### config.mk
export PLATFORM = sky130hd
export DESIGN_NAME = fsm1_mem_responder_flat
export DESIGN_NICKNAME = d
export VERILOG_FILES = /design/src/rtl/fsm1_mem_responder_if.sv /design/src/rtl/fsm1_mem_responder.sv /design/src/flat_wrapper.sv
export SDC_FILE = /design/constraint.sdc
export NUM_CORES = 1
export LEC_CHECK = 0
export CELL_PAD_IN_SITES_DETAIL_PLACEMENT = 1
export CELL_PAD_IN_SITES_GLOBAL_PLACEMENT = 2
export CORE_UTILIZATION = 45
export CTS_CLUSTER_SIZE = 14
export DETAILED_ROUTE_END_ITERATION = 8
export PLACE_DENSITY = 0.78
export SLEW_MARGIN = 15
export SYNTH_ARGS = -nofsm -noshare
export SYNTH_HDL_FRONTEND = slang
export SYNTH_SLANG_ARGS = --single-unit
export TNS_END_PERCENT = 1
### constraint.sdc
create_clock -name clock -period 4.5 [get_ports clock]
set_clock_uncertainty 0.1 [all_clocks]
set_input_delay 0.675 -clock clock [delete_from_list [all_inputs] [get_ports clock]]
set_output_delay 0.675 -clock clock [all_outputs]
set_load 0.005 [all_outputs]
### src/rtl/fsm1_mem_responder_if.sv
// Read-handshake bus between the fsm1_reg controller side and the memory
// responder, plus the preload write port for the responder's register file.
interface fsm1_mem_responder_if #(
  parameter int DATA_W = 8,
  parameter int ADDR_W = 4,
  parameter int CNT_W  = 4
);
  logic              rd;
  logic [ADDR_W-1:0] addr;
  logic [CNT_W-1:0]  wait_cfg;
  logic              we;
  logic [ADDR_W-1:0] waddr;
  logic [DATA_W-1:0] wdata;
  logic              ws;
  logic [DATA_W-1:0] rdata;
  logic              rvalid;

  // Controller / preload side: issues reads and writes, observes the reply.
  modport master (
    output rd, addr, wait_cfg, we, waddr, wdata,
    input  ws, rdata, rvalid
  );

  // Responder side: receives reads and writes, produces the reply.
  modport slave (
    input  rd, addr, wait_cfg, we, waddr, wdata,
    output ws, rdata, rvalid
  );
endinterface

### src/rtl/fsm1_mem_responder.sv
// Memory-side responder for the go/rd/ws/ds read handshake. A read strobe
// captures the address and a wait count, ws is held high while the count
// drains, then the addressed word is loaded and flagged valid until the
// controller drops rd.
module fsm1_mem_responder #(
  parameter int DATA_W = 8,
  parameter int ADDR_W = 4,
  parameter int CNT_W  = 4
) (
  input  logic clock,
  input  logic reset,
  fsm1_mem_responder_if.slave bus
);

  localparam int DEPTH = 2 ** ADDR_W;

  typedef enum logic [1:0] {
    IDLE  = 2'd0,
    BUSY  = 2'd1,
    READY = 2'd2
  } state_t;

  state_t            state;
  logic [CNT_W-1:0]  cnt;
  logic [ADDR_W-1:0] addr_q;
  logic [DATA_W-1:0] rdata_q;
  logic [DATA_W-1:0] mem [DEPTH];

  // Access sequencer: capture on rd, count down the wait states, load the
  // word once the count is exhausted, then hold until rd is released.
  always_ff @(posedge clock or posedge reset) begin
    if (reset) begin
      state   <= IDLE;
      cnt     <= '0;
      addr_q  <= '0;
      rdata_q <= '0;
    end else begin
      case (state)
        IDLE: begin
          if (bus.rd) begin
            state  <= BUSY;
            addr_q <= bus.addr;
            cnt    <= bus.wait_cfg;
          end
        end
        BUSY: begin
          if (!bus.rd) begin
            state <= IDLE;
          end else if (cnt != '0) begin
            cnt <= cnt - 1'b1;
          end else begin
            state   <= READY;
            rdata_q <= mem[addr_q];
          end
        end
        READY: begin
          if (!bus.rd) begin
            state <= IDLE;
          end
        end
        default: begin
          state <= IDLE;
        end
      endcase
    end
  end

  // Preload port: writes land in any state and are not reset; a read
  // loading on the same edge sees the old word.
  always_ff @(posedge clock) begin
    if (bus.we) begin
      mem[bus.waddr] <= bus.wdata;
    end
  end

  assign bus.ws     = (state == BUSY) && (cnt != '0);
  assign bus.rvalid = (state == READY);
  assign bus.rdata  = rdata_q;

endmodule

### src/flat_wrapper.sv
// flat-port wrapper written by rule: the top's interface ports become plain ports
module fsm1_mem_responder_flat 
#(
  parameter int DATA_W = 8,
  parameter int ADDR_W = 4,
  parameter int CNT_W  = 4
)
  (clock, reset, bus_rd, bus_addr, bus_wait_cfg, bus_we, bus_waddr, bus_wdata, bus_ws, bus_rdata, bus_rvalid);
  fsm1_mem_responder_if #(.DATA_W(DATA_W), .ADDR_W(ADDR_W), .CNT_W(CNT_W)) bus_i ();
  input  logic clock;
  input  logic reset;
  input wire logic [$bits(bus_i.rd)-1:0] bus_rd;
  input wire logic [$bits(bus_i.addr)-1:0] bus_addr;
  input wire logic [$bits(bus_i.wait_cfg)-1:0] bus_wait_cfg;
  input wire logic [$bits(bus_i.we)-1:0] bus_we;
  input wire logic [$bits(bus_i.waddr)-1:0] bus_waddr;
  input wire logic [$bits(bus_i.wdata)-1:0] bus_wdata;
  output wire logic [$bits(bus_i.ws)-1:0] bus_ws;
  output wire logic [$bits(bus_i.rdata)-1:0] bus_rdata;
  output wire logic [$bits(bus_i.rvalid)-1:0] bus_rvalid;
  assign bus_i.rd = bus_rd;
  assign bus_i.addr = bus_addr;
  assign bus_i.wait_cfg = bus_wait_cfg;
  assign bus_i.we = bus_we;
  assign bus_i.waddr = bus_waddr;
  assign bus_i.wdata = bus_wdata;
  assign bus_ws = bus_i.ws;
  assign bus_rdata = bus_i.rdata;
  assign bus_rvalid = bus_i.rvalid;
  fsm1_mem_responder #(.DATA_W(DATA_W), .ADDR_W(ADDR_W), .CNT_W(CNT_W)) u_core (.clock(clock), .reset(reset), .bus(bus_i));
endmodule
Word-level counts from Yosys, hierarchy flattened
Memories as Yosys holds them, arrays and structs flattened. A register that Yosys moved wholly into a read port is not among the register bits.
Index checks and enable logic that the tools add are counted.
{"block": "word_totals", "ff_bits": 10, "ramBits": 128, "input_bits": 24, "out_inout_bits": 10, "elab_cells": 32, "memories": 1}
{"block": "op_classes", "add_sub_neg": 1, "eq_ne": 7, "muxes": 11, "n_bitwise": 1, "reduce_logical": 8}
{"memory": "u_core.mem", "words": 16, "width": 8, "rd": 1, "rd_ports_with_merged_regs": 1, "wr": 1, "line_no": "fsm1_mem_responder.sv:27", "rtl": "logic [DATA_W-1:0] mem [DEPTH];"}
{"operator": "$mux W4", "n": 3}
{"operator": "$mux W2", "n": 4}
{"operator": "$ne A2 B2 Y1 const B", "n": 4}
{"operator": "$pmux W4 S2", "n": 1}
{"operator": "$pmux W2 S3", "n": 1}
{"operator": "$reduce_and A3 Y1", "n": 2}
{"operator": "$reduce_and A4 Y1", "n": 1}
{"operator": "$reduce_bool A4 Y1", "n": 1}
{"operator": "$sub A4 B1 Y4 const B", "n": 1}
{"operator": "$ne A3 B3 Y1 const B", "n": 1}
{"operator": "$eq A2 B1 Y1 const B", "n": 1}
{"operator": "$eq A2 B2 Y1 const B", "n": 1}
{"operator": "$logic_not A2 Y1", "n": 1}
{"operator": "$mux W1", "n": 2}
{"operator": "$reduce_and A2 Y1", "n": 1}
{"operator": "$reduce_bool A2 Y1", "n": 1}
{"operator": "$logic_and A1 B1 Y1", "n": 1}
{"operator": "$not A1 Y1", "n": 1}

Longest topological paths before layout
{"block": "logic_depth", "depth_word": 4, "mapped_depth": 7, "depth_no_buf": 6}

Worst setup path after synthesis
Ideal clock, no wire load.
{"block": "synth_timing", "path_type": "input to register", "from": "input port bus_waddr[2]", "to": "memory u_core.mem[0][0] (enable)", "setup_time_ns": 0.383, "arrival_time_ns": 1.785, "required_ns": 4.017, "setup_slack_ns": 2.232, "cell_stages": 2, "n_path_buf": 0, "path_cell_list": "or3b_2 -> nor3_1"}
{"element": "start: declaration", "line_no": "flat_wrapper.sv:16", "rtl": "input wire logic [$bits(bus_i.waddr)-1:0] bus_waddr;"}
{"element": "end: declaration", "line_no": "fsm1_mem_responder.sv:27"}
No word-level cell before the write port.

Worst setup path after layout
{"block": "layout_timing", "from": "register u_core.cnt[0]", "to": "output port bus_ws"}
{"block": "layout_between", "elab_chain_cells": 2}
{"element": "start: declaration", "line_no": "fsm1_mem_responder.sv:24", "rtl": "logic [CNT_W-1:0] cnt;"}
{"element": "start signal: assignment", "line_no": "fsm1_mem_responder.sv:43", "rtl": "cnt <= bus.wait_cfg;"}
{"element": "start signal: assignment", "line_no": "fsm1_mem_responder.sv:50", "rtl": "cnt <= cnt - 1'b1;"}
{"element": "$reduce_bool A4 Y1", "line_no": "fsm1_mem_responder.sv:76", "rtl": "assign bus.ws = (state == BUSY) && (cnt != '0);"}
{"element": "$logic_and A1 B1 Y1", "line_no": "fsm1_mem_responder.sv:76"}
{"element": "end: declaration", "line_no": "flat_wrapper.sv:18", "rtl": "output wire logic [$bits(bus_i.ws)-1:0] bus_ws;"}
Every way passes these cells.

==> metrics.md <==
| Metric | Value |
|---|---|
| Number of global-route vias before repair | `3196` |
| Worst-path clk slew | `60 ps` |
| Mean Syn Cell Area | `19.1 sq um` |
| Slowest-stage cell, CP | `clkdlybuf4s50_1` |
| Seq/Total Area, Yosys | `73.8%` |
| Drt total wl | `12400 um` |
| Synth Cell Area | `5820 sq um` |
| P_leak | `2.30 nW` |
| Clock buffer depth | `2` |
| Initial antenna violation count | `0` |
| H-tree Lvls | `4` |
| Cell accounting for the most synthesized area | `edfxtp_1` |
| Seq pwr share | `45.1%` |
| Resized cells post-CTS | `0` |
| RSZ-0062 raised after global routing | `false` |
| Reg2reg setup slack | `2050 ps` |
| Share of the synthesized area in the top cell type | `66.0%` |
| Most common cell after layout, fill and taps aside | `edfxtp_1` |
| Worst-case reg-to-reg path depth | `5` |
| Share of cells above drive strength 1 | `18.4%` |
| Met1 Resource Use GR | `26.2%` |
| CTS tree | `built` |
| Largest net degree at the start of global routing | `23` |
| Most used cell, CP | `nor2_1` |
| CP top delay family | `buffers and inverters` |
| Rows | `41` |
| Yosys cell types | `39` |
| CP startpoint kind | `flip-flop` |
| Dpl hpwl | `8000 um` |
| Initial core utilization | `46.1%` |
| CP Buf/Inv Count | `2` |
| Final ANT Viol Nets | `0` |
| Core Area | `12600 sq um` |
| Initial drt markers | `122` |
| Final std cells w/o fill | `536` |
| Worst Min Path Start | `u_core.bus.rdata[3]` |
| Die width | `116 um` |
| Post-synth EDFFs | `128` |
| I/O pins | `34` |
| Gate Count Post-Synth | `305` |
| GR Util met3 | `5.96%` |
| Vias per cell | `5.55` |
| Global-route usage over all layers | `20.6%` |
| Met2 Usage GRT | `33.7%` |
| Sw power | `0.00102 W` |
| Top post-synthesis cells by area | `edfxtp_1 (66%), mux4_2 (8.1%), dfrtp_1 (7.7%), mux4_1 (4.1%), mux2i_1 (1.7%)` |
| Tcrit/Tclk final | `58.4%` |
| Number of diodes | `0` |
| FMAX | `0.380 GHz` |
| Int Pwr | `0.00281 W` |
| Worst min-delay path class | `reg2reg` |
| Die area | `13400 sq um` |
| WHS Endpoint | `u_core.bus.rdata[3]` |
| MaxCap Viol Count | `0` |
| First-pass GRT wire length | `18700 um` |
| Crit path DAT | `1850 ps` |
| Final Hold Vio Count | `0` |
| Synth Register Bits | `146` |
| Ys async rst share | `12.3%` |
| PwrDens | `555 nW/um^2` |
| Clock power frac | `35.2%` |
| Reg-to-Reg Start | `u_core.addr_q[1]` |
| Yosys synthesis warning count | `0` |
| Combinational share of power | `19.7%` |
| CTS buffer count | `17` |
| CP cell instances | `inv_1 -> ha_1 -> nand2b_1 -> nor2_1 -> nor2_1 -> clkdlybuf4s50_1` |
| TNS Setup | `0 ps` |
| Clock latency on the worst-skew pair | `420 ps` |
| Worst slew margin | `28.7%` |
| DR WL/cell | `23.1 um` |
| Status | `complete, no violations` |
| Vias | `2977` |
| Syn Nets | `330` |
| Most crowded layer after global routing | `met2` |
| Setup bufs post-CTS | `0` |
| Tmin final | `2630 ps` |
| Max FO, Critical Path | `4` |
| Final Cell Area | `6900 sq um` |
| Die Y | `116 um` |
| Filler instances | `1177` |
| Switch share | `26.6%` |
| Drt pass-1 iters | `4` |
| Kind of critical path | `reg2out` |
| Slew Viols, Final | `0` |
| GRT overflow | `0` |
| CTS Hold Buffers Added | `0` |
| Area after DPL | `6330 sq um` |
| DR DRC count | `0` |
| Slowest Stage Delay on Critical Path | `510 ps` |
| GPL Wtd Cong | `0.749` |
| WHS Path Cells | `2` |
| Root buffer cell | `clkbuf_16` |
| Buffers on Ports | `33` |
| Max IR drop VDD | `268 uV` |
| # setup viols final | `0` |
| CP required | `3720 ps` |
| Final Net Count | `376` |
| Critical path capture point type | `output port` |
| Cell depth of the worst setup path | `6` |
| Area growth from synthesis to layout | `18.5%` |
| Most frequent cells in the layout | `edfxtp_1 (128), clkdlybuf4s50_1 (33), nor2_1 (22), mux4_2 (21), dfrtp_1 (18)` |
| Reg-to-reg endpoint | `u_core.bus.rdata[2]` |
| Slew @ Worst Pin | `1070 ps` |
| Placed cell count | `504` |
| Post-synth top flop | `edfxtp_1` |
| Clock Sink Count | `146` |
[cell families (layout without fill, tap and decap cells)]
family | Yosys count | count (layout) | share of synthesized area, %
DFF | 146 | 146 | 73.8
and+or+nand+nor | 77 | 77 | 6.77
muxes | 47 | 47 | 15.3
AOI/OAI and AO/OA | 18 | 18 | 2.26
buffers and inverters | 16 | 75 | 1.72
adders and majority gates | 1 | 1 | 0.215
[worst reg2reg max path: cells and delay by family (launching register included)]
kind            cells  cell delay, ps
simple gates        2             510
buf+inv             1             430
flops               1             810
mux                 1             380
compound gates      1             100
[per-stage QoR]
| stage | power (W) | hold WS, ps | setup slack [ps] | utilization, % |
|---|---|---|---|---|
| final | 0.00383 | 408 | 1870 | 54.7 |
| after global routing | 0.00399 | 427 | 1740 | 54.7 |
| after CTS | 0.00388 | 418 | 1760 | 54.6 |
| after detailed placement | 0.00253 | 398 | 1320 | 50.1 |
| after global placement | 0.00250 | 393 | 1490 | 50.1 |
| after floorplan | 0.00224 | 373 | 2230 | - |
[registers in the layout, summed over array words and instances, names as in the netlist]
name,cells
u_core.mem,128
u_core.bus.rdata,8
u_core.addr_q,4
u_core.cnt,4
u_core.state,2
[worst max path at each step]
stage / slack, ps / to / from
2_1_floorplan: 2230 / u_core.mem[0][0] / bus_waddr[2]
3_3_place_gp: 1490 / u_core.mem[0][4] / bus_we
3_5_place_dp: 1320 / u_core.mem[0][4] / bus_we
4_1_cts: 1760 / u_core.mem[0][3] / bus_we
5_1_grt: 1740 / bus_ws / u_core.cnt[0]
6_report: 1870 / bus_ws / u_core.cnt[0]
[synth_stat cells (4+ instances only)]
| master | instances |
|---|---|
| buf_2 | 4 |
| edfxtp_1 | 128 |
| nand2_1 | 12 |
| mux2i_1 | 10 |
| nand4_1 | 4 |
| mux2_2 | 7 |
| nand2b_1 | 6 |
| inv_1 | 4 |
| dfrtp_1 | 18 |
| nand3b_1 | 4 |
| mux4_1 | 9 |
| nor3_1 | 15 |
| nor2_1 | 22 |
| o21ai_0 | 5 |
| mux4_2 | 21 |
[area by class of cell]
cell class                      instances  area, sq um  area share [%]
Sequential cell                       146         4290            62.2
Multi-Input combinational cell        143         1430            20.7
Clock buffer                           18          429            6.22
Timing Repair Buffer                   39          375            5.44
Tap cell                              172          215            3.12
Clock inverter                         14          139            2.01
Inverter                                4         15.0           0.218
[routing by layer]
metal / vias to the layer above / share of wire (%)
li1: 1338 / -
met1: 1555 / 43
met2: 64 / 50
met3: 20 / 4.7
met4: 0 / 1.8
met5: - / 0
[power by group through the flow]
stage               sequential (W)  combinational (W)  clock (W)
finish                     0.00173           0.000756    0.00135
global route               0.00175           0.000824    0.00142
detailed placement         0.00176           0.000767          0
floorplan                  0.00165           0.000593          0
CTS                        0.00173           0.000774    0.00137
global placement           0.00176           0.000744          0
No activity file was read; power rests on OpenSTA's default activity.
